[src/rtl/id_ex_stage.sv]
// ID/EX pipeline slot: decodes an RV32I word, forwards operands from EX/MEM and MEM/WB,
// and registers ALU operands plus control into a single valid/ready entry.
module id_ex_stage #(
    parameter int XLEN = 32
) (
    input  logic            clk,
    input  logic            rst_n,
    input  logic            in_valid,
    output logic            in_ready,
    input  logic [31:0]     instr,
    input  logic [XLEN-1:0] rs1_data,
    input  logic [XLEN-1:0] rs2_data,
    input  logic            exm_valid,
    input  logic [4:0]      exm_rd,
    input  logic [XLEN-1:0] exm_result,
    input  logic            wb_valid,
    input  logic [4:0]      wb_rd,
    input  logic [XLEN-1:0] wb_result,
    input  logic            flush,
    output logic            out_valid,
    input  logic            out_ready,
    output logic [XLEN-1:0] a,
    output logic [XLEN-1:0] b,
    output logic [3:0]      alu_ctrl,
    output logic [4:0]      rd,
    output logic            reg_write,
    output logic            mem_read,
    output logic            mem_write,
    output logic [XLEN-1:0] store_data
);
    localparam logic [6:0] OP_R     = 7'b0110011;
    localparam logic [6:0] OP_I     = 7'b0010011;
    localparam logic [6:0] OP_LOAD  = 7'b0000011;
    localparam logic [6:0] OP_STORE = 7'b0100011;

    localparam logic [3:0] CTRL_ADD  = 4'b0010;
    localparam logic [3:0] CTRL_SUB  = 4'b0110;
    localparam logic [3:0] CTRL_NONE = 4'b0000;

    logic [4:0]      rs1_f, rs2_f;
    logic [2:0]      funct3;
    logic [6:0]      opcode;
    logic [XLEN-1:0] fwd1, fwd2, imm_i, imm_s;
    logic [XLEN-1:0] a_d, b_d, sd_d;
    logic [3:0]      ctrl_d;
    logic            rw_d, mr_d, mw_d;
    logic            capture;

    assign opcode = instr[6:0];
    assign funct3 = instr[14:12];
    assign rs1_f  = instr[19:15];
    assign rs2_f  = instr[24:20];
    assign imm_i  = {{(XLEN-12){instr[31]}}, instr[31:20]};
    assign imm_s  = {{(XLEN-12){instr[31]}}, instr[31:25], instr[11:7]};

    // x0 never forwards; EX/MEM is the younger result so it wins over MEM/WB.
    assign fwd1 = (rs1_f == 5'd0)                  ? rs1_data   :
                  (exm_valid && exm_rd == rs1_f)   ? exm_result :
                  (wb_valid  && wb_rd  == rs1_f)   ? wb_result  : rs1_data;
    assign fwd2 = (rs2_f == 5'd0)                  ? rs2_data   :
                  (exm_valid && exm_rd == rs2_f)   ? exm_result :
                  (wb_valid  && wb_rd  == rs2_f)   ? wb_result  : rs2_data;

    assign in_ready = !out_valid || out_ready;
    assign capture  = in_valid && in_ready && !flush;

    always_comb begin
        a_d    = '0;
        b_d    = '0;
        sd_d   = '0;
        ctrl_d = CTRL_NONE;
        rw_d   = 1'b0;
        mr_d   = 1'b0;
        mw_d   = 1'b0;
        case (opcode)
            OP_R: begin
                a_d  = fwd1;
                b_d  = fwd2;
                rw_d = 1'b1;
                if (funct3 == 3'b000) ctrl_d = instr[30] ? CTRL_SUB : CTRL_ADD;
            end
            OP_I: begin
                a_d  = fwd1;
                b_d  = imm_i;
                rw_d = 1'b1;
                if (funct3 == 3'b000) ctrl_d = CTRL_ADD;
            end
            OP_LOAD: begin
                a_d    = fwd1;
                b_d    = imm_i;
                ctrl_d = CTRL_ADD;
                rw_d   = 1'b1;
                mr_d   = 1'b1;
            end
            OP_STORE: begin
                a_d    = fwd1;
                b_d    = imm_s;
                sd_d   = fwd2;
                ctrl_d = CTRL_ADD;
                mw_d   = 1'b1;
            end
            default: ;
        endcase
    end

    always_ff @(posedge clk or negedge rst_n) begin
        if (!rst_n) begin
            out_valid  <= 1'b0;
            a          <= '0;
            b          <= '0;
            store_data <= '0;
            alu_ctrl   <= CTRL_NONE;
            rd         <= '0;
            reg_write  <= 1'b0;
            mem_read   <= 1'b0;
            mem_write  <= 1'b0;
        end else if (flush) begin
            out_valid <= 1'b0;
            alu_ctrl  <= CTRL_NONE;
            rd        <= '0;
            reg_write <= 1'b0;
            mem_read  <= 1'b0;
            mem_write <= 1'b0;
        end else if (capture) begin
            out_valid  <= 1'b1;
            a          <= a_d;
            b          <= b_d;
            store_data <= sd_d;
            alu_ctrl   <= ctrl_d;
            rd         <= rw_d ? instr[11:7] : 5'd0;
            reg_write  <= rw_d;
            mem_read   <= mr_d;
            mem_write  <= mw_d;
        end else if (out_ready) begin
            out_valid <= 1'b0;
        end
    end
endmodule

[config.mk]
export PLATFORM = sky130hd
export DESIGN_NAME = id_ex_stage
export DESIGN_NICKNAME = d
export VERILOG_FILES = /design/src/rtl/id_ex_stage.sv
export SDC_FILE = /design/constraint.sdc
export NUM_CORES = 1
export LEC_CHECK = 0
export CAP_MARGIN = 15
export CORE_MARGIN = 8
export CORE_UTILIZATION = 60
export CTS_BUF_LIST = sky130_fd_sc_hd__clkbuf_4
export DETAILED_ROUTE_END_ITERATION = 8
export DONT_BUFFER_PORTS = 1
export PLACE_DENSITY = 0.76
export SYNTH_ARGS = -nofsm -noshare
export SYNTH_HDL_FRONTEND = slang
export SYNTH_SLANG_ARGS = --single-unit
[constraint.sdc]
create_clock -name clk -period 2.3 [get_ports clk]
set_input_delay 0.345 -clock clk [delete_from_list [all_inputs] [get_ports clk]]
set_output_delay 0.345 -clock clk [all_outputs]
set_load 0.01 [all_outputs]
## Yosys cells after proc, flatten, opt, wreduce, memory -nomap -nowiden

Cells that the tools add are included.

| storage, ports and cells | value |
|---|---|
| output and inout port bits | 110 |
| bits in latches | 0 |
| memories kept | 0 |
| word-level logic and storage cells | 67 |
| flip-flop bits (word level) | 109 |
| bits in writable memories | 0 |
| bits of input ports | 177 |
| bits in read-only memories | 0 |

| cells by class | value |
|---|---|
| bitwise operators | 1 |
| add/subtract/negate cells | 0 |
| $mul | 0 |
| reductions and logical operators | 19 |
| shift operators | 0 |
| divide/modulo/power cells | 0 |
| order comparisons | 0 |
| multiplexer cells | 30 |
| equality and inequality tests | 8 |

Operators by type and width:

| cell | number |
|---|---|
| 32-bit 2-to-1 mux | 8 |
| 32-bit one-hot mux with 3 select lines | 1 |
| 5-bit == test | 4 |
| 5-bit 2-to-1 mux | 3 |
| 7-bit by 6-bit == test with 1-bit output, second input constant | 2 |
| 1-bit 2-to-1 mux | 12 |
| 5-bit zero test | 2 |
| 3-bit one-hot mux with 3 select lines | 1 |
| 4-bit 2-to-1 mux | 2 |
| 7-bit by 2-bit == test with 1-bit output, second input constant | 1 |
| 7-bit by 5-bit == test with 1-bit output, second input constant | 1 |
| 1-bit logical AND | 6 |
| 3-bit 2-to-1 mux | 2 |
| 2-bit OR reduction | 2 |
| 4-bit OR reduction | 1 |
| 3-bit zero test | 1 |
| 3-bit nonzero test | 1 |
| 3-bit OR reduction | 1 |
| 1-bit zero test | 2 |
| 2-bit 2-to-1 mux | 1 |
| 2-bit AND reduction | 1 |
| 2-bit nonzero test | 1 |
| 1-bit logical OR | 1 |
| 1-bit inverter | 1 |

## Logic depth before layout (Yosys ltp)

| logic depth | value |
|---|---|
| word-level depth | 6 |
| depth in mapped cells | 8 |
| depth with buffers taken out | 5 |

## Least setup slack after synthesis

OpenSTA, ideal clock, no wires.

| path | value |
|---|---|
| path kind | input to register |
| start point | input port instr[20] |
| end point | register b[10] |
| data arrival time | 1.702 ns |
| path buffers | 1 |
| slack | 0.476 ns |
| cell stages on the path | 6 |
| cell sequence | nor4_2 > and2_1 > buf_6 > nor3_4 > or4_1 > a32o_1 |

| on the way | value |
|---|---|
| longest elaborated chain between the ends | 6 |
| elaborated cells between the ends (all ways) | 9 |
| those cells by class | eq/ne: 2; mux: 4; reduce/logical: 3 |

Ends and longest elaborated chain:

| element | line | text |
|---|---|---|
| from (decl) | 10 | `input logic [31:0] instr,` |
| 5-bit == test | 62 | `(wb_valid && wb_rd == rs2_f) ? wb_result : rs2_data;` |
| 1-bit logical AND | 62 |  |
| 32-bit 2-to-1 mux | 62 |  |
| 32-bit 2-to-1 mux | 61 | `(exm_valid && exm_rd == rs2_f) ? exm_result :` |
| 32-bit 2-to-1 mux (*) | 60 | `assign fwd2 = (rs2_f == 5'd0) ? rs2_data :` |
| 32-bit one-hot mux with 3 select lines (*) | 75 | `case (opcode)` |
| to (signal assigned) | 110 | `b <= '0;` |
| to (signal assigned) | 127 | `b <= b_d;` |
| to (decl) | 23 | `output logic [XLEN-1:0] b,` |

Mark *: on every way between the ends. The rest lies on a longest branch, timed or not.
A chain may end at the register's enable or synchronous reset.

## Worst setup path after layout

| path | value |
|---|---|
| start point | register out_valid |
| end point | register b[17] |

| on the way | value |
|---|---|
| longest elaborated chain between the ends | 5 |

Ends and longest elaborated chain:

| element | line | text |
|---|---|---|
| from (decl) | 20 | `output logic out_valid,` |
| from (signal assigned) | 108 | `out_valid <= 1'b0;` |
| from (signal assigned) | 118 | `out_valid <= 1'b0;` |
| from (signal assigned) | 125 | `out_valid <= 1'b1;` |
| 1-bit zero test | 64 | `assign in_ready = !out_valid \|\| out_ready;` |
| 1-bit logical OR | 64 |  |
| via in_ready | 9 | `output logic in_ready,` |
| 1-bit logical AND (2 in series) | 65 | `assign capture = in_valid && in_ready && !flush;` |
| 2-bit AND reduction (no source line) | -- |  |

The timed path passes the listed nets, and every way through them passes these cells.

==> summary.md <==
| Metric | Value |
|---|---|
| WL final | 24300 um |
| Max_cap viols | 0 |
| VDD IR max | roughly 300 uV |
| Synth unique cells | 52 |
| All-Layer GR Usage | 0.323 |
| Post-CTS setup buffers | 0 |
| Cts bufs inserted | 9 |
| Fillers | between 900 and 1000 |
| CTS Hold Bufs | 3 |
| Final instance area | 6830 um^2 |
| Mean Syn Cell Area | around 8.3 um^2 |
| Clock sinks | between 100 and 150 |
| Wire per inst | ~27 um |
| Mapped Cells | 780 |
| Met2 Use GR | 0.535 |
| TritonRoute pass-1 iters | 6 |
| Max transition margin | 0.499 |
| Worst-path clk slew | around 170 ps |
| Crit Path Class | reg -> reg |
| CP arrival | ~2500 ps |
| # diodes | 0 |
| First-pass GRT wire length | between 30000 and 40000 um |
| Clock buffer depth | 2 |
| Buf/Inv on CP | 1 |
| Most frequent CP cell | o31ai_1 |
| Share of cells above drive strength 1 | 0.0830 |
| Met1 Use GR | 0.360 |
| Met3 GRT Util | 0.124 |
| Slew of the pin with the lowest slew margin | roughly 750 ps |
| Startpoint types | flip-flop |
| Initial antenna violation count | 0 |
| Fin. Hold Viols | between 100 and 150 |
| Hold WS | -446 ps |
| Status | complete, but fails checks |
| Unrepaired setup endpoints after global routing | no |
| Clk_lat worst skew | between 400 and 500 ps |
| Total power draw | roughly 3.3 mW |
| F_max | about 470 MHz |
| Max Slew Vio Count | 0 |
| Seq cells post-synth | about 110 |
| Port bufs | 0 |
| Initial Util | 0.608 |
| Die width | 120 um |
| Max stage delay on crit path | 450 ps |
| Failing checks | negative hold slack |
| Final min period | 2140 ps |
| Lkg Pwr | roughly 2.7 nW |
| Die area | around 14000 um^2 |
| Post-synth design cell area | 6510 um^2 |
| CP Launch Point | out_valid |
| CP required | approximately 2700 ps |
| Hold crit path type | in -> async |
| Yosys warns | 0 |
| CTS tree | done |
| GPL Wtd Cong | 0.920 |
| H-tree depth | 3 |
| Most frequent cells in the layout | dfrtp_1, nor3_1, nand2_1, o31ai_1, o21ai_0 |
| Core area | approximately 11000 um^2 |
| Setup skew after layout | 20.6 ps |
| Starting DRT DRC Count | about 770 |
| R2R Path End | b[17] |
| Final setup viols | 0 |
| Critical Path Fanout Max | 15 |
| Slowest-stage cell, CP | dfrtp_1 |
| Standard-cell rows | 38 |
| Antenna-violating nets left | 0 |
| R2R Setup Slk | around 160 ps |
| Commonest non-fill, non-tap cell in the layout | dfrtp_1 |
| Largest net degree at the start of global routing | 108 |
| Area delta synth->final | 4.92% |
| Vias | around 6700 |
| Worst setup EP type | flip-flop |
| Period utilisation layout | 0.932 |
| Total grt overflow | 0 |
| FFs w/ async S/R, synth | 1.00 |
| GR peak layer | met2 |
| Top_reg_cell synth | dfrtp_1 |
| Vias/cell | about 7.4 |
| CTS root buffer | clkbuf_4 |
| Worst R2R Path Depth | 6 |
| I/O pin total | around 290 |
| Drt drc | 0 |
| Crit path cell chain | nand2b_1 > nand3b_1 > nor3_2 > buf_4 > o31ai_1 > o31ai_1 |
| Power per Cell Area | between 400 and 500 nW/um^2 |
| Post_cts resized | 0 |
| Delay-heaviest family, CP | simple AND/OR/NAND/NOR gates |
| Via count of the first global-routing pass | between 6000 and 7000 |
| Chip height | about 120 um |
| EDFF count, synth | 0 |
| Placed Area | between 6000 and 7000 um^2 |
| Worst R2R Start | out_valid |
| Post-DP HPWL | approximately 18000 um |
| Sum Neg Setup Slack | 0 ps |
| Register area share after synthesis | 0.412 |
| Fin nets | between 900 and 1000 |
==> report_power, final <==
group	internal (mW)	leakage (nW)	switching (mW)
logic	0.141	1.11	0.214
clock network	0.336	0.0736	0.630
registers	1.92	1.48	0.0504
total	2.39	2.66	0.893
==> state kept, by name, summed over array words and instances, names as in the netlist <==
name        cells
a              32
b              32
store_data     32
rd              5
alu_ctrl        2
mem_read        1
mem_write       1
out_valid       1
reg_write       1
==> final cells by class <==
type | count | area [um^2] | share of cell area
clock buffer | 10 | 75.1 | 0.0110
timing repair buffer | 38 | 355 | 0.0521
sequential | 107 | 2680 | 0.392
clock inverter | 6 | 56.3 | 0.00825
inverter | 3 | 11.3 | 0.00165
multi-input combinational | 595 | 3480 | 0.509
tap | 140 | 175 | 0.0257
==> how the worst max path moves through the flow <==
stage,endpoint,slack [ps],depth (start not counted)
4_1_cts,b[17],140,6
2_1_floorplan,b[10],480,6
6_report,b[17],160,6
3_3_place_gp,b[9],210,6
3_5_place_dp,store_data[19],120,6
5_1_grt,b[17],0.1,6
==> metal layers <==
layer,vias up,share of wire
met4,0,0.047
met2,490,0.48
met1,3212,0.34
li1,2877,-
met3,100,0.14
met5,-,0
==> cells by family (layout without fill, tap and decap cells) <==
kind of cell	count (synthesis)	in the layout	synth area share
other	1	2	0.000576
AOI/OAI and AO/OA	242	242	0.259
xor gates and xnor gates	20	20	0.0269
buffers and inverters	79	57	0.0567
DFF	107	107	0.412
and+or+nand+nor	331	331	0.246
==> cells in the mapped netlist (4+ instances only) <==
library cell | number | area (um^2)
nor4_1 | 18 | 113
o31ai_1 | 97 | 728
xor2_1 | 4 | 35.0
nand2_1 | 101 | 379
a22o_1 | 10 | 87.6
nand4_1 | 11 | 68.8
buf_2 | 21 | 105
and2_1 | 8 | 50.1
or4_1 | 4 | 30.0
a222oi_1 | 4 | 40.0
dfrtp_1 | 107 | 2680
nor3_1 | 104 | 521
o22ai_1 | 11 | 68.8
buf_4 | 4 | 30.0
o21ai_0 | 54 | 270
a22oi_1 | 14 | 105
clkbuf_1 | 46 | 173
buf_6 | 4 | 45.0
o21ai_1 | 4 | 20.0
a32oi_1 | 8 | 70.1
xnor2_1 | 16 | 140
a21oi_1 | 13 | 65.1
a31oi_1 | 10 | 62.6
nor2_1 | 50 | 188
nand3_1 | 12 | 60.1
==> per-stage QoR <==
stage | hold WS [ps] | cells | util | setup WS, ps
after floorplan | 49.4 | 781 | - | 476
after global placement | 52.7 | 880 | 0.623 | 208
after detailed placement | 52.5 | 880 | 0.623 | 117
after CTS | -470 | 899 | 0.638 | 144
after global routing | -474 | 899 | 0.638 | 0.101
final | -446 | 899 | 0.638 | 156
Power figures use the tool's default switching activity.
